===== src/rtl/trig_conditioner.sv =====
// Trigger conditioner: synchronises and debounces the raw trigger, emits edge
// pulses, counts rejected glitches and applies delay_timer configuration only
// while no trigger qualification is in progress.
module trig_conditioner #(
  parameter int unsigned SYNC_STAGES = 2,
  parameter int unsigned DEBOUNCE_W  = 16,
  parameter int unsigned DEFAULT_DB  = 1000
) (
  input  logic                  clk,
  input  logic                  RESET_n,
  input  logic                  i_trig_raw,
  input  logic [DEBOUNCE_W-1:0] i_db_count,
  input  logic                  i_db_load,
  input  logic [7:0]            i_prog_wb,
  input  logic [1:0]            i_prog_ab,
  input  logic                  i_prog_strobe,
  output logic                  o_TRIG,
  output logic                  o_trig_rise,
  output logic                  o_trig_fall,
  output logic [7:0]            o_wb,
  output logic                  o_A,
  output logic                  o_B,
  output logic [7:0]            o_glitch_cnt
);

  // One extra bit so the incremented count can be compared without wrapping
  localparam int unsigned CW = DEBOUNCE_W + 1;

  typedef enum logic [1:0] {IDLE_LO, QUAL_HI, IDLE_HI, QUAL_LO} state_t;

  state_t                 state_q, state_d;
  logic [SYNC_STAGES-1:0] sync_q;
  logic                   s;
  logic [DEBOUNCE_W-1:0]  cnt_q, cnt_d;
  logic [DEBOUNCE_W-1:0]  thresh_q;
  logic [CW-1:0]          thr_eff;
  logic [CW-1:0]          cnt_inc;
  logic                   trig_d, rise_d, fall_d;
  logic [7:0]             glitch_d;
  logic [9:0]             pending_q;
  logic                   pend_vld_q;
  logic                   apply_c;

  assign s       = sync_q[SYNC_STAGES-1];
  assign thr_eff = (thresh_q == '0) ? CW'(1) : CW'(thresh_q);
  assign cnt_inc = CW'(cnt_q) + CW'(1);
  assign apply_c = pend_vld_q && ((state_q == IDLE_LO) || (state_q == IDLE_HI));

  // Synchroniser chain and debounce threshold register
  always_ff @(posedge clk or negedge RESET_n) begin
    if (!RESET_n) begin
      sync_q   <= '0;
      thresh_q <= DEBOUNCE_W'(DEFAULT_DB);
    end else begin
      sync_q <= {sync_q[SYNC_STAGES-2:0], i_trig_raw};
      if (i_db_load) thresh_q <= i_db_count;
    end
  end

  // Debounce FSM state and registered outputs
  always_ff @(posedge clk or negedge RESET_n) begin
    if (!RESET_n) begin
      state_q      <= IDLE_LO;
      cnt_q        <= '0;
      o_TRIG       <= 1'b0;
      o_trig_rise  <= 1'b0;
      o_trig_fall  <= 1'b0;
      o_glitch_cnt <= 8'd0;
    end else begin
      state_q      <= state_d;
      cnt_q        <= cnt_d;
      o_TRIG       <= trig_d;
      o_trig_rise  <= rise_d;
      o_trig_fall  <= fall_d;
      o_glitch_cnt <= glitch_d;
    end
  end

  // Next-state logic: qualify a level change for thresh cycles or abort as a glitch
  always_comb begin
    state_d  = state_q;
    cnt_d    = cnt_q;
    trig_d   = o_TRIG;
    rise_d   = 1'b0;
    fall_d   = 1'b0;
    glitch_d = o_glitch_cnt;
    case (state_q)
      IDLE_LO: begin
        if (s) begin
          if (CW'(1) >= thr_eff) begin
            trig_d  = 1'b1;
            rise_d  = 1'b1;
            state_d = IDLE_HI;
            cnt_d   = '0;
          end else begin
            state_d = QUAL_HI;
            cnt_d   = DEBOUNCE_W'(1);
          end
        end
      end
      IDLE_HI: begin
        if (!s) begin
          if (CW'(1) >= thr_eff) begin
            trig_d  = 1'b0;
            fall_d  = 1'b1;
            state_d = IDLE_LO;
            cnt_d   = '0;
          end else begin
            state_d = QUAL_LO;
            cnt_d   = DEBOUNCE_W'(1);
          end
        end
      end
      QUAL_HI: begin
        if (s) begin
          if (cnt_inc >= thr_eff) begin
            trig_d  = 1'b1;
            rise_d  = 1'b1;
            state_d = IDLE_HI;
            cnt_d   = '0;
          end else begin
            cnt_d = cnt_inc[DEBOUNCE_W-1:0];
          end
        end else begin
          state_d = IDLE_LO;
          cnt_d   = '0;
          if (o_glitch_cnt != 8'hFF) glitch_d = o_glitch_cnt + 8'd1;
        end
      end
      QUAL_LO: begin
        if (!s) begin
          if (cnt_inc >= thr_eff) begin
            trig_d  = 1'b0;
            fall_d  = 1'b1;
            state_d = IDLE_LO;
            cnt_d   = '0;
          end else begin
            cnt_d = cnt_inc[DEBOUNCE_W-1:0];
          end
        end else begin
          state_d = IDLE_HI;
          cnt_d   = '0;
          if (o_glitch_cnt != 8'hFF) glitch_d = o_glitch_cnt + 8'd1;
        end
      end
      default: begin
        state_d = IDLE_LO;
        cnt_d   = '0;
      end
    endcase
  end

  // Config capture into pending, applied only at idle edges (older value wins a tie)
  always_ff @(posedge clk or negedge RESET_n) begin
    if (!RESET_n) begin
      pending_q  <= '0;
      pend_vld_q <= 1'b0;
      o_wb       <= 8'd0;
      o_A        <= 1'b0;
      o_B        <= 1'b0;
    end else begin
      if (apply_c) begin
        o_wb       <= pending_q[9:2];
        o_A        <= pending_q[1];
        o_B        <= pending_q[0];
        pend_vld_q <= 1'b0;
      end
      if (i_prog_strobe) begin
        pending_q  <= {i_prog_wb, i_prog_ab};
        pend_vld_q <= 1'b1;
      end
    end
  end

endmodule

===== config.mk =====
export PLATFORM = sky130hd
export DESIGN_NAME = trig_conditioner
export DESIGN_NICKNAME = d
export VERILOG_FILES = /design/src/rtl/trig_conditioner.sv
export SDC_FILE = /design/constraint.sdc
export NUM_CORES = 1
export LEC_CHECK = 0
export CORE_UTILIZATION = 58
export CTS_CLUSTER_DIAMETER = 80
export DETAILED_ROUTE_END_ITERATION = 16
export PLACE_DENSITY = 0.88
export SLEW_MARGIN = 20
export SYNTH_ARGS = -nofsm -noshare
export SYNTH_HDL_FRONTEND = slang
export SYNTH_SLANG_ARGS = --single-unit

===== constraint.sdc =====
create_clock -name clk -period 4.4 [get_ports clk]
set_clock_uncertainty 0.15 [all_clocks]
set_input_delay 0.66 -clock clk [delete_from_list [all_inputs] [get_ports clk]]
set_output_delay 0.66 -clock clk [all_outputs]
set_load 0.01 [all_outputs]

==> results of run 1 <==
==> report_power, final <==
part	internal, mW	switching, mW	leakage (nW)
clock network	0.216	0.226	0.0852
logic	0.325	0.315	0.947
registers	0.751	0.110	0.837
==> how the worst max path moves through the flow <==
stage	start	end	slack, ns
3_3_place_gp	cnt_q[2]	o_TRIG	1.15
6_report	cnt_q[2]	cnt_q[14]	0.99
2_1_floorplan	cnt_q[2]	cnt_q[13]	1.40
5_1_grt	cnt_q[2]	cnt_q[0]	0.74
3_5_place_dp	cnt_q[2]	cnt_q[14]	1.04
4_1_cts	cnt_q[2]	cnt_q[14]	1.01
==> synthesized netlist by cell type (4+ instances only) <==
master / instances
nand2_1: 52
dfstp_2: 6
and3_1: 7
mux2_2: 22
dfrtp_1: 62
ha_1: 18
nor4_1: 4
nor2_1: 11
nand3_1: 9
xnor2_1: 17
clkbuf_1: 8
xor2_1: 5
o21ai_0: 22
inv_1: 20
o211ai_1: 5
nand4_1: 20
==> cells by family after synthesis <==
logic type / share of synthesized area (%)
simple gates: 17.2
flops: 50.2
mux: 7.86
compound gates: 8.67
xor+xnor: 5.66
fa+ha+maj: 6.61
buf+inv: 3.78
==> state kept, by name (all words and copies together) (netlist names) <==
name	cells
cnt_q	16
o_A	1
o_B	1
o_TRIG	1
o_glitch_cnt	8
o_trig_fall	1
o_trig_rise	1
o_wb	8
pend_vld_q	1
pending_q	10
state_q	2
sync_q	2
thresh_q	16
==> through the flow <==
step	area [um^2]	cells
CTS	4140	453
global placement	3970	438
finish	4140	453
global route	4140	453
detailed placement	3970	438
floorplan	3410	323
==> final cells by class <==
cell class | count | area [um^2]
Fill cell | 384 | 1440
Multi-Input combinational cell | 224 | 1570
Tap cell | 72 | 90.1
Clock inverter | 4 | 26.3
Inverter | 20 | 75.1
Timing Repair Buffer | 54 | 528
Clock buffer | 11 | 141
Sequential cell | 68 | 1710
==> layer usage <==
layer / global-route usage, % / vias to the layer above / part of all wire, %
met5: 0 / - / 0
li1: - / 1242 / -
met3: 6.98 / 12 / 6.3
met2: 40.1 / 82 / 48
met1: 31.3 / 1234 / 45
met4: 9.07 / 0 / 1.4
==> worst max-delay path, cell delays in order (launching register included) <==
cell      delay [ns]
dfrtp_1         0.45
and4_4          0.27
and3_1          0.21
nand2_1         0.16
or3_1           0.38
nand2_1         0.08
ha_1            0.22
and4_1          0.16
a21oi_1         0.12
a21boi_0        0.09
and4bb_4        0.51
nand3_1         0.27
o211ai_1        0.25
==> qor.yml, run 1 <==
required_ns: 4.50
setup_viol: 0
cts_tree: "built"
yosysSeqAreaShare_pct: 50.2
drive_above_1_share_pct: 13.9
syn_avg_cell_area_um2: 10.5
synth_nets: 372
reg2reg_slack_ns: 0.99
pre_cts_ws_ns: 1.04
synth.distinct_cells: 43
grt_max_degree: 43
diodes: 0
slew_viol_final: 0
ir_drop_mv: 0.383
dpl.hpwl_mm: 4.90
htreeDepth: 3
grt_pass1_vias: 2604
worstPathMaxFanout: 19
max-cap-violations: 0
min_to: "sync_q[1]"
fin_crit_ns: 3.41
worstPathArrival_ns: 3.50
cts_inserted_buffers: 9
pin_count: 52
area_delta_synth_final_pct: 21.5
nets: 426
fmax_ghz: 0.294
drt_wl_total_mm: 6.81
p_total_mw: 1.94
synth_top_area_share_pct: 45.6
postRouteAntennaNets: 0
postSynth.asyncResetShare_pct: 100
timing.final.crit_share_pct: 77.4
die_h_um: 78.6
timing.hold.worst.class: "flop to flop"
synth-edff-count: 0
synth_area_um2: 3410
grt_setup_unrepaired: "no"
dieArea_um2: 6180
p_leak_nw: 1.87
track_usage_pct: 24.6
cts_hold_buffers: 0
hold_violations: 0
power_density_nw_per_um2: 470
synthTopCellsByArea: "dfrtp_1 46%, mux2_2 7.3%, ha_1 6.6%"
core_area_um2: 5570
synth_cells: 323
hold_start: "sync_q[0]"
ctsResizeCount: 0
layout_commonest_cell: "dfrtp_1"
endpoint_kind: "flop"
fin_hold_ws_ns: 0.211
final_cell_mix: "62 x dfrtp_1, 52 x nand2_1, 50 x clkdlybuf4s50_1"
synth_top_cell_by_area: "dfrtp_1"
initial_core_util_pct: 61.1
min_delay_path_depth: 0
timing.slew.headroom_pct: 35.9
tightestPinTransition_ns: 0.958
status: "finished, final reports clean"
wl_per_cell_um: 15.0
ys_ff_latch: 68
dr_total_vias: 2570
yosys_warnings: 0
post_cts_buffers: 0
num_rows: 27
clk_latency_ns: 0.34
ctsRootBufferMaster: "clkbuf_8"
io_buffer_count: 51
startpoint_type: "flop"
reg2regPathDepth: 12
clock-sinks: 68
vias_per_cell: 5.67
drc: 0
rr_startpoint: "cnt_q[2]"
first_pass_iters: 5
grt_pass1_wl_mm: 11.6
grt_remaining_overflow: 0
clock_path_buffers: 2
drtIter0Drc: 145
die_w_um: 78.6
path_class: "flop to flop"
fin_util_pct: 74.2
antenna_found_initial: 0
cts.reportedPaths.clkPinSlew_ns: 0.07
synth_ff_type: "dfrtp_1"
tns_ns: 0
fin_ws_ns: 0.994
r2r_end: "cnt_q[14]"
gp_congestion: 0.887
Note: power is estimated with default switching activity, not from simulation.
==> run 2, diff against run 1 <==
--- a/config.mk
+++ b/config.mk
@@ -5,10 +5,10 @@
 export SDC_FILE = /design/constraint.sdc
 export NUM_CORES = 1
 export LEC_CHECK = 0
-export CORE_UTILIZATION = 58
+export CORE_UTILIZATION = 49
 export CTS_CLUSTER_DIAMETER = 80
 export DETAILED_ROUTE_END_ITERATION = 16
-export PLACE_DENSITY = 0.88
+export PLACE_DENSITY = 0.79
 export SLEW_MARGIN = 20
 export SYNTH_ARGS = -nofsm -noshare
 export SYNTH_HDL_FRONTEND = slang
==> constraint.sdc (replaced) <==
create_clock -name clk -period 2.94 [get_ports clk]
set_clock_uncertainty 0.15 [all_clocks]
set_input_delay 0.441 -clock clk [delete_from_list [all_inputs] [get_ports clk]]
set_output_delay 0.441 -clock clk [all_outputs]
set_load 0.01 [all_outputs]
==> qor.yml, run 2 (synthesis results as in run 1) <==
status: "complete, but fails checks"
violations: "setup timing"
fin_ws_ns: -0.0413  # -1.04 ns
area_delta_synth_final_pct: 33.8
ctsRootBufferMaster: "clkbuf_8"
tightestPinTransition_ns: 0.596  # -0.362 ns
nets: 463  # +8.7%
wl_per_cell_um: 16.0  # +6.3%
num_rows: 30  # +11%
final_cell_mix: "62 x dfrtp_1, 51 x nand2_1, 50 x clkdlybuf4s50_1"
clock_path_buffers: 2  # unchanged
htreeDepth: 3  # unchanged
initial_core_util_pct: 50.4  # -11 points
dr_total_vias: 2802  # +9.0%
gp_congestion: 0.868  # -2.2%
reg.largest.list: "cnt_q x16, thresh_q x16, pending_q x10"
layout_commonest_cell: "dfrtp_1"
power_density_nw_per_um2: 716  # +52%
grt_max_degree: 32  # -26%
drt_wl_total_mm: 7.96  # +17%
startpoint_type: "flop"
switchingPower_mw: 1.06  # +64%
fin_hold_ws_ns: 0.200  # -0.0106 ns
setup_viol: 2  # +2
worstPathMaxFanout: 6  # -13
drc: 0  # unchanged
timing.final.crit_share_pct: 101  # +24 points
cts_inserted_buffers: 9  # unchanged
vias_per_cell: 5.63  # -0.82%
met1_usage_pct: 30.5  # -0.75 points
diodes: 0  # unchanged
io_buffer_count: 51  # unchanged
first_pass_iters: 4  # -1
die_w_um: 85.4  # +8.6%
max-cap-violations: 0  # unchanged
postRouteAntennaNets: 0  # unchanged
die_h_um: 85.4  # +8.6%
met3_usage_pct: 6.71  # -0.26 points
hold_violations: 0  # unchanged
ir_drop_mv: 0.483  # +26%
clk_latency_ns: 0.35  # about the same
timing.hold.worst.class: "flop to flop"
clock-sinks: 68  # unchanged
timing.slew.headroom_pct: 60.3  # +24 points
drive_above_1_share_pct: 24.4  # +10 points
required_ns: 3.05  # -1.45 ns
path_class: "flop to flop"
seqPwrFrac_pct: 39.2  # -5.1 points
p_int_mw: 2.20  # +70%
reg2regPathDepth: 12  # unchanged
slew_viol_final: 0  # unchanged
power_frac_comb_pct: 35.7  # +2.7 points
cts_tree: "built"
top_usage_layer: "met2"
pin_count: 52  # unchanged
p_total_mw: 3.26  # +68%
drtIter0Drc: 262  # +81%
track_usage_pct: 23.1  # -1.6 points
core_area_um2: 6760  # +21%
antenna_found_initial: 0  # unchanged
grt_pass1_vias: 2773  # +6.5%
worstPathArrival_ns: 3.09  # -0.41 ns
dieArea_um2: 7290  # +18%
grt_pass1_wl_mm: 13.1  # +13%
dpl.hpwl_mm: 5.42  # +11%
min_delay_path_depth: 0  # unchanged
sw_frac_of_total_pct: 32.6  # -0.84 points
use_met2_pct: 36.9  # -3.2 points
fin_crit_ns: 2.98  # -0.424 ns
power_frac_clock_pct: 25.1  # +2.4 points
p_leak_nw: 2.10  # +12%
grt_setup_unrepaired: "yes"
grt_remaining_overflow: 0  # unchanged
cts.reportedPaths.clkPinSlew_ns: 0.08  # about the same
endpoint_kind: "flop"
fmax_ghz: 0.335  # +14%
-- run 2: final timing paths --
check | slack, ns | from | end
min in group asynchronous | 0.47 | RESET_n | thresh_q[4]
max in group asynchronous | 1.43 | RESET_n | pending_q[2]
setup / recovery | -0.04 | cnt_q[4] | o_TRIG
setup reg to reg | -0.04 | cnt_q[4] | o_TRIG
hold / removal | 0.20 | sync_q[0] | sync_q[1]
hold reg to reg | 0.20 | sync_q[0] | sync_q[1]
-- run 2: final cells by class --
cell class              instances  area (um^2)
fillers                       512         2200
clock buffers                  12          165
well taps                      80          100
flip-flops and latches         68         1710
clock inverters                 3         45.0
multi-input cells             225         1650
repair buffers                 90          810
inverters                      20         75.1
-- run 2: power groups by stage --
stage,Combinational (mW),Clock [mW],Sequential (mW)
finish,1.16,0.818,1.28
global route,1.26,0.873,1.30
CTS,1.11,0.830,1.28
detailed placement,1.06,0,1.29
global placement,1.02,0,1.29
floorplan,0.518,0,1.32
-- run 2: through the flow --
| step | area [um^2] | TNS (ns) | util [%] | std cells | setup slack [ns] |
|---|---|---|---|---|---|
| final | 4560 | -0.0460 | 67.4 | 498 | -0.0413 |
| after global routing | 4560 | -1.48 | 67.4 | 498 | -0.151 |
| after CTS | 4470 | 0 | 66.2 | 493 | 0.0112 |
| after detailed placement | 4180 | -0.932 | 61.9 | 472 | -0.140 |
| after global placement | 4180 | -0.00810 | 61.9 | 472 | -0.00810 |
| after floorplan | 3420 | 0 | - | 323 | 0.0182 |
-- run 2: timing repair --
item | 4_1_cts | 5_1_grt
setup buffers | 5 | 3
setup endpoints to repair | 20 | 21
hold endpoints to repair | 17 | 0
gates cloned | 0 | 2
hold buffers | 1 | 0
pin swaps | 5 | 9
gates resized for setup | 9 | 12
-- run 2: per-layer routing --
layer / wire length [um] / vias up
li1: - / 1324
met5: 0 / -
met4: 151 / 0
met2: 3780 / 97
met3: 449 / 16
met1: 3590 / 1365
-- run 2: critical path, cell delays in order (launching register included) --
cell       delay (ns)
dfrtp_1          0.36
and4_4           0.25
and3_4           0.22
nand4_1          0.12
xnor2_1          0.18
ha_1             0.31
and4_4           0.22
nand4_1          0.15
nor2_1           0.20
a2bb2oi_2        0.11
buf_6            0.15
a211o_1          0.30
o221ai_2         0.16
==> run 3, diff against run 2 <==
--- a/config.mk
+++ b/config.mk
@@ -6,7 +6,7 @@
 export NUM_CORES = 1
 export LEC_CHECK = 0
 export CORE_UTILIZATION = 49
-export CTS_CLUSTER_DIAMETER = 80
+export CTS_CLUSTER_DIAMETER = 50
 export DETAILED_ROUTE_END_ITERATION = 16
 export PLACE_DENSITY = 0.79
 export SLEW_MARGIN = 20
==> results of run 3 <==
Same layout as run 2: the final DEF is identical, and so are final timing and power.
